$ cat config.mk
export PLATFORM = sky130hd
export DESIGN_NAME = rom_arbiter
export DESIGN_NICKNAME = d
export VERILOG_FILES = /design/src/rtl/rom_arb_pkg.sv /design/src/rtl/rom_arbiter_rr_arbiter2.sv /design/src/rtl/rom_arbiter.sv
export SDC_FILE = /design/constraint.sdc
export NUM_CORES = 1
export LEC_CHECK = 0
export ABC_AREA = 1
export CAP_MARGIN = 20
export CORE_UTILIZATION = 25
export CTS_CLUSTER_SIZE = 40
export DETAILED_ROUTE_END_ITERATION = 16
export PLACE_DENSITY = 0.51
export SETUP_SLACK_MARGIN = 0.5
export SLEW_MARGIN = 20
export SYNTH_ARGS = -nofsm -noshare
export SYNTH_HDL_FRONTEND = slang
export SYNTH_HIERARCHICAL = 1
export SYNTH_SLANG_ARGS = --single-unit
$ cat constraint.sdc
create_clock -name clk -period 1.31 [get_ports clk]
set_input_delay 0.131 -clock clk [delete_from_list [all_inputs] [get_ports clk]]
set_output_delay 0.131 -clock clk [all_outputs]
set_load 0.05 [all_outputs]
$ cat src/rtl/rom_arb_pkg.sv
// Shared types and widths for the two-port 32-bit reader over a 16-bit ROM.
package rom_arb_pkg;

   localparam int unsigned HALF_W  = 16;
   localparam int unsigned WORD_W  = 32;
   localparam int unsigned WADDR_W = 7;
   localparam int unsigned RADDR_W = WADDR_W + 1;

   typedef enum logic [1:0] {
      ST_IDLE   = 2'd0,
      ST_RD_LO  = 2'd1,
      ST_RD_HI  = 2'd2,
      ST_CAP_HI = 2'd3
   } state_t;

   // Request latched at accept time; later changes on the request port are ignored
   typedef struct packed {
      logic                   port;
      logic [WADDR_W-1:0]     addr;
   } req_t;

   // Word address plus half select gives the ROM halfword address
   function automatic logic [RADDR_W-1:0] half_addr(input logic [WADDR_W-1:0] waddr,
                                                    input logic               hi);
      return {waddr, hi};
   endfunction

endpackage

$ cat src/rtl/rom_arbiter_rr_arbiter2.sv
// Two-way round-robin grant; the last-grant pointer is owned by the caller.
module rr_arbiter2 (
   input  logic i_valid0,
   input  logic i_valid1,
   input  logic i_last_grant,
   output logic o_grant_valid_c,
   output logic o_grant_port_c
);

   always_comb begin
      o_grant_valid_c = i_valid0 | i_valid1;
      o_grant_port_c  = 1'b0;
      if (i_valid0 && i_valid1) begin
         o_grant_port_c = ~i_last_grant;
      end else if (i_valid1) begin
         o_grant_port_c = 1'b1;
      end
   end

endmodule

$ cat src/rtl/rom_arbiter.sv
// Arbitrates two 32-bit word readers onto one 256x16 synchronous ROM,
// reading two halfwords per transaction and returning a one-cycle response.
module rom_arbiter
   import rom_arb_pkg::*;
#(
   parameter int unsigned FIRST_PORT = 0
) (
   input  logic               clk,
   input  logic               rst_n,
   input  logic               req0_valid,
   input  logic [WADDR_W-1:0] req0_addr,
   output logic               req0_ready,
   input  logic               req1_valid,
   input  logic [WADDR_W-1:0] req1_addr,
   output logic               req1_ready,
   output logic               rsp0_valid,
   output logic [WORD_W-1:0]  rsp0_data,
   output logic               rsp1_valid,
   output logic [WORD_W-1:0]  rsp1_data,
   output logic               ram_en,
   output logic [RADDR_W-1:0] ram_addr,
   input  logic [HALF_W-1:0]  ram_data
);

   // Pointer reset value makes FIRST_PORT win the first contested request
   localparam logic LAST_RST = (FIRST_PORT == 0) ? 1'b1 : 1'b0;

   state_t             r_state;
   state_t             w_next;
   req_t               r_req;
   logic               r_last_grant;
   logic [HALF_W-1:0]  r_lo;
   logic               w_grant_valid;
   logic               w_grant_port;
   logic               w_accept;
   logic [WADDR_W-1:0] w_sel_addr;

   rr_arbiter2 u_arb (
      .i_valid0        (req0_valid),
      .i_valid1        (req1_valid),
      .i_last_grant    (r_last_grant),
      .o_grant_valid_c (w_grant_valid),
      .o_grant_port_c  (w_grant_port)
   );

   assign w_sel_addr = w_grant_port ? req1_addr : req0_addr;

   always_ff @(posedge clk or negedge rst_n) begin
      if (!rst_n) begin
         r_state <= ST_IDLE;
      end else begin
         r_state <= w_next;
      end
   end

   // Next state and accept handshake; ready is only offered in IDLE
   always_comb begin
      w_next     = r_state;
      req0_ready = 1'b0;
      req1_ready = 1'b0;
      w_accept   = 1'b0;
      case (r_state)
         ST_IDLE: begin
            if (w_grant_valid) begin
               req0_ready = ~w_grant_port;
               req1_ready = w_grant_port;
               w_accept   = 1'b1;
               w_next     = ST_RD_LO;
            end
         end
         ST_RD_LO:  w_next = ST_RD_HI;
         ST_RD_HI:  w_next = ST_CAP_HI;
         ST_CAP_HI: w_next = ST_IDLE;
         default:   w_next = ST_IDLE;
      endcase
   end

   // ROM strobes are registered one state ahead so they line up with RD_LO/RD_HI
   always_ff @(posedge clk or negedge rst_n) begin
      if (!rst_n) begin
         r_req.port   <= 1'b0;
         r_req.addr   <= '0;
         r_last_grant <= LAST_RST;
         r_lo         <= '0;
         ram_en       <= 1'b0;
         ram_addr     <= '0;
         rsp0_valid   <= 1'b0;
         rsp1_valid   <= 1'b0;
         rsp0_data    <= '0;
         rsp1_data    <= '0;
      end else begin
         rsp0_valid <= 1'b0;
         rsp1_valid <= 1'b0;
         case (r_state)
            ST_IDLE: begin
               if (w_accept) begin
                  r_req.port   <= w_grant_port;
                  r_req.addr   <= w_sel_addr;
                  r_last_grant <= w_grant_port;
                  ram_en       <= 1'b1;
                  ram_addr     <= half_addr(w_sel_addr, 1'b0);
               end
            end
            ST_RD_LO: begin
               ram_addr <= half_addr(r_req.addr, 1'b1);
            end
            ST_RD_HI: begin
               r_lo     <= ram_data;
               ram_en   <= 1'b0;
               ram_addr <= '0;
            end
            ST_CAP_HI: begin
               if (r_req.port) begin
                  rsp1_valid <= 1'b1;
                  rsp1_data  <= {ram_data, r_lo};
               end else begin
                  rsp0_valid <= 1'b1;
                  rsp0_data  <= {ram_data, r_lo};
               end
            end
            default: ;
         endcase
      end
   end

endmodule

# Word level (Yosys, flattened, before mapping)
# Cells that the tools add are included.
op_classes:
  n_eq_ne: 5
  muxes: 19
  n_bitwise: 4
  n_reduce_logical: 9
ops:
  columns: ["cell", "count"]
  rows:
  - ["8-bit one-hot mux with 3 select lines", 1]
  - ["1-bit two-way mux", 13]
  - ["2-bit AND reduction", 5]
  - ["8-bit two-way mux", 1]
  - ["2-bit one-hot mux with 4 select lines", 1]
  - ["7-bit two-way mux", 1]
  - ["2-bit equality test, second input constant", 2]
  - ["1-bit NOT", 3]
  - ["3-bit nonzero test", 1]
  - ["2-bit by 1-bit equality test with 1-bit output, second input constant", 1]
  - ["2-bit zero test", 1]
  - ["2-bit two-way mux", 1]
  - ["2-bit by 1-bit != test with 1-bit output, second input constant", 1]
  - ["2-bit != test, second input constant", 1]
  - ["1-bit one-hot mux with 2 select lines", 1]
  - ["2-bit nonzero test", 1]
  - ["1-bit logical AND", 1]
  - ["1-bit bitwise OR", 1]
word_totals:
  reg_bits: 102
  input_bits: 34
  output_inout_bits: 77

# Logic depth before layout (Yosys ltp)
logic_depth:
  word_depth: 5
  ltp_mapped: 9
  mapped_depth_nobuf: 8

# By module
# Netlist, hierarchy kept.
modules_own_cells:
  columns: ["module", "n_inst", "cells_per_inst", "area_per_inst_um2", "seq_area_each_um2"]
  rows:
  - ["rom_arbiter", 1, 445, 4132.7, 2553.7]
  - ["rr_arbiter2", 1, 3, 15.0, 0.0]

# Worst setup path before layout
# Ideal clock, no wire load.
synth_path:
  path_kind: "flip-flop to output port"
  start: "register r_state[0]"
  end: "output port req0_ready"
  arrival_time_ns: 1.553
  path_slack_ns: -0.374
  path_stages_with_launch: 5
  cell_sequence: "dfrtp_1 > inv_1 > ha_1 > nand2_2 > nor2_1"
synth_via:
  elab_chain_len: 2
synth_lines:
  columns: ["item", "line", "source"]
  rows:
  - ["start: declaration", "rom_arbiter.sv:28", "state_t r_state;"]
  - ["start signal: assignment", "rom_arbiter.sv:52", "r_state <= w_next;"]
  - ["2-bit zero test", "rom_arbiter.sv:62", "case (r_state)"]
  - ["1-bit two-way mux", "rom_arbiter.sv:62", null]
  - ["end: declaration", "rom_arbiter.sv:12", "output logic req0_ready,"]
# Every way passes these cells.

# Worst setup path in the final report
layout_path:
  start: "register r_state[1]"
  end: "register rsp1_data[24]"
layout_via:
  elab_chain_len: 2
layout_lines:
  columns: ["item", "line", "source"]
  rows:
  - ["2-bit equality test", "rom_arbiter.sv:94", "case (r_state)"]
  - ["2-bit AND reduction (no line)", null, null]
  - ["end signal: assignment", "rom_arbiter.sv:115", "rsp1_data <= {ram_data, r_lo};"]
  - ["end: declaration", "rom_arbiter.sv:19", "output logic [WORD_W-1:0] rsp1_data,"]
# Every way passes these cells.
# A chain may end at the register's enable or synchronous reset.

==> results.md <==
- Drt first pass iters: 4
- Area grow syn2layout: 109%
- Cts bufs inserted: 9
- Overall Power: 26100 uW
- Netlist cell types: 19
- Slew Limit Fails: 0
- Row count: 46
- Failing checks: setup timing
- Worst r2r src: r_state[1]$_DFFE_PN0P_
- Die area: 17100 um2
- Synth top area share: 0.609
- Max VDD drop: 1.62 mV
- Via count: 3810
- Final hold violation count: 0
- Post-synthesis sequential area ratio: 0.616
- FF-to-FF End: rsp1_data[24]$_DFFE_PN0P_
- Core footprint: 16100 um2
- Final HPWL DP: 7950 um
- Boundary Pins: 111
- Max cap viols: 0
- Asr flop ratio synth: 1.00
- Syn_nets: 489
- CP arrival: 1.76 ns
- Tightest Hold Check Type: input pin to async pin
- #FFs+latches synth: 102
- EDFF count, synth: 0
- Routed WL: 14200 um
- Setup TNS: -12.58 ns
- Crit path max fanout: 8
- Clock sinks: 102
- Setup crit start kind: register
- RSZ-0062 raised after global routing: true
- Tmin final: 1.52 ns
- Fin nets: 711
- Yosys top cell by area: dfrtp_1
- Cells after synthesis: 448
- Pwr/cell area: 3020 nW/um2
- Final Skew: 0.00542 ns
- Vias in the first global route: 3796
- Worst Tran Pin Value: 0.234 ns
- Remaining DRCs: 0
- Mapped cell area: 4150 um2
- Fin cells: 891
- Final setup viols: 90
- # fillers: 1364
- Synth top cells by count: nand2_1, dfrtp_1, o21ai_0, inv_1, nand3_1
- Setup WS post-layout: -0.214 ns
- Ant. Diodes: 0
- Leak: 0.00420 uW
- CP Capture Type: register
- Syn_area_per_cell: 9.26 um2
- Initial drt markers: 159
- Port bufs: 110
- Layout cell share with drive strength beyond 1: 0.536
- Dpl cells: 778
- Setup CP Type: register to register
- Reg clk slew, reported paths: 0.07 ns
- Status: finished, violations left
- Slew HR: 0.844
- Synth warn: 6
- Flop-to-flop setup slack: -0.21 ns
- Top-count cell post-synth: nand2_1
- GP Congestion: 0.776
- Pre-CTS setup slack: -0.156 ns
- Max Freq: 0.656 GHz
- Routed Antenna Nets: 0
- Sequential Area: 2560 um2
- Antenna violations before repair: 1
- CTS root buf: clkbuf_16
- Top post-synthesis cells by area: dfrtp_1, nand2_1, o21ai_0
- Worst-Skew Late Latency: 0.35 ns
- First-pass GRT wire length: 20900 um
- Fin crit share: 1.16
- Commonest register cell after synthesis: dfrtp_1
- CTS tree: built
- Largest net degree at the start of global routing: 38
- Die Wd: 131 um
- Worst r2r path cells: 9
- Wire length per cell: 15.9 um
- Maximum root-to-sink buffer count: 2
- Vias per cell: 4.28
- H-tree Lvls: 3
- Gr usage total: 0.168
- Area of the multi-input gates: 1900 um2
- Worst endpoint required time: 1.55 ns
- DIE HEIGHT: 131 um
- Initial Utilization: 0.258
- GRT Residual Overflow: 0
-- registers in the layout, summed over array words and instances (netlist names) --
register and flops:
ram_en 1, r_last_grant 1, rsp1_valid 1, rsp0_data 32, ram_addr 8, r_lo 16, rsp0_valid 1, rsp1_data 32
r_state 2, r_req 8
-- how the worst max path moves through the flow --
stage | cells after the start | end | from | slack [ns]
global route | 9 | rsp1_data[24]$_DFFE_PN0P_ | r_state[1]$_DFFE_PN0P_ | -0.27
global placement | 7 | req1_ready | req1_valid | -0.12
detailed placement | 7 | ram_addr[4]$_DFFE_PN0P_ | req0_valid | -0.16
floorplan | 7 | ram_addr[0]$_DFFE_PN0P_ | r_state[0]$_DFFE_PN0P_ | -0.02
finish | 9 | rsp1_data[24]$_DFFE_PN0P_ | r_state[1]$_DFFE_PN0P_ | -0.21
CTS | 4 | req0_ready | r_last_grant$_DFFE_PN1P_ | -0.20
-- through the flow --
| stage | cell area (um2) | hold slack [ns] | utilization |
|---|---|---|---|
| detailed placement | 6560 | 0.00178 | 0.408 |
| finish | 8660 | 0.177 | 0.539 |
| CTS | 7960 | 0.174 | 0.496 |
| global placement | 6560 | 0.00516 | 0.408 |
| floorplan | 4340 | -0.165 | - |
| global route | 8660 | 0.180 | 0.539 |
-- what timing repair did --
item	CTS	global route
resized for setup	141	123
hold buffers	1	0
setup buffers	47	31
endpoints found under the hold margin	101	0
cloned	13	5
pin swaps	35	19
endpoints found under the setup margin	179	179
-- kinds of logic (layout without fill, tap and decap cells) --
group	count (synthesis)	in the layout	share of synthesized area
simple gates	174	174	0.163
flops	102	102	0.616
compound gates	88	88	0.109
buf+inv	77	304	0.0908
fa+ha+maj	7	7	0.0211
-- worst max-delay path, stage by stage, from the launching register on --
cell,delay (ns)
dfrtp_1,0.39
buf_6,0.11
buf_6,0.10
ha_4,0.18
nand2_8,0.09
buf_4,0.16
buf_6,0.11
buf_16,0.13
nand2_1,0.06
o21ai_1,0.07
-- layer usage --
metal  up-vias  global-route usage  share of wire
li1       1863                   -              -
met1      1835               0.214           0.44
met2        98               0.279           0.50
met3        14              0.0387          0.050
met4         0              0.0588          0.017
met5         -                   0              0
-- layout make-up --
cell class | count | share of cell area
clock buffers | 11 | 0.0280
clock inverters | 5 | 0.00405
inverters | 59 | 0.0295
multi-input cells | 269 | 0.220
flip-flops and latches | 102 | 0.296
well taps | 216 | 0.0312
repair buffers | 228 | 0.391
repair inverters | 1 | 0.000723
-- power breakdown --
group | leakage [uW] | total, uW | switching [uW] | internal [uW]
Combinational | 0.00280 | 17500 | 8700 | 8810
Sequential | 0.00126 | 6050 | 1390 | 4650
Clock | 0.000135 | 2570 | 1220 | 1340
Total | 0.00420 | 26100 | 11300 | 14800
-- layout by cell type, fill, tap and decap left out, types with 3 or more instances in the layout --
cell,synthesis,final
nand2_4,0,32
buf_6,9,21
o21ai_0,77,11
nand2_1,154,77
clkbuf_16,0,13
inv_4,1,3
o21ai_1,8,34
inv_2,3,5
buf_16,0,12
buf_4,4,61
ha_4,0,5
inv_1,55,50
buf_12,0,95
nand3_2,0,7
dfrtp_2,0,5
nand3_1,14,7
o21ai_2,0,40
nand2_8,0,4
clkdlybuf4s50_1,0,32
nand2_2,2,43
dfrtp_1,101,96
Note: power is estimated with default switching activity, not from simulation.
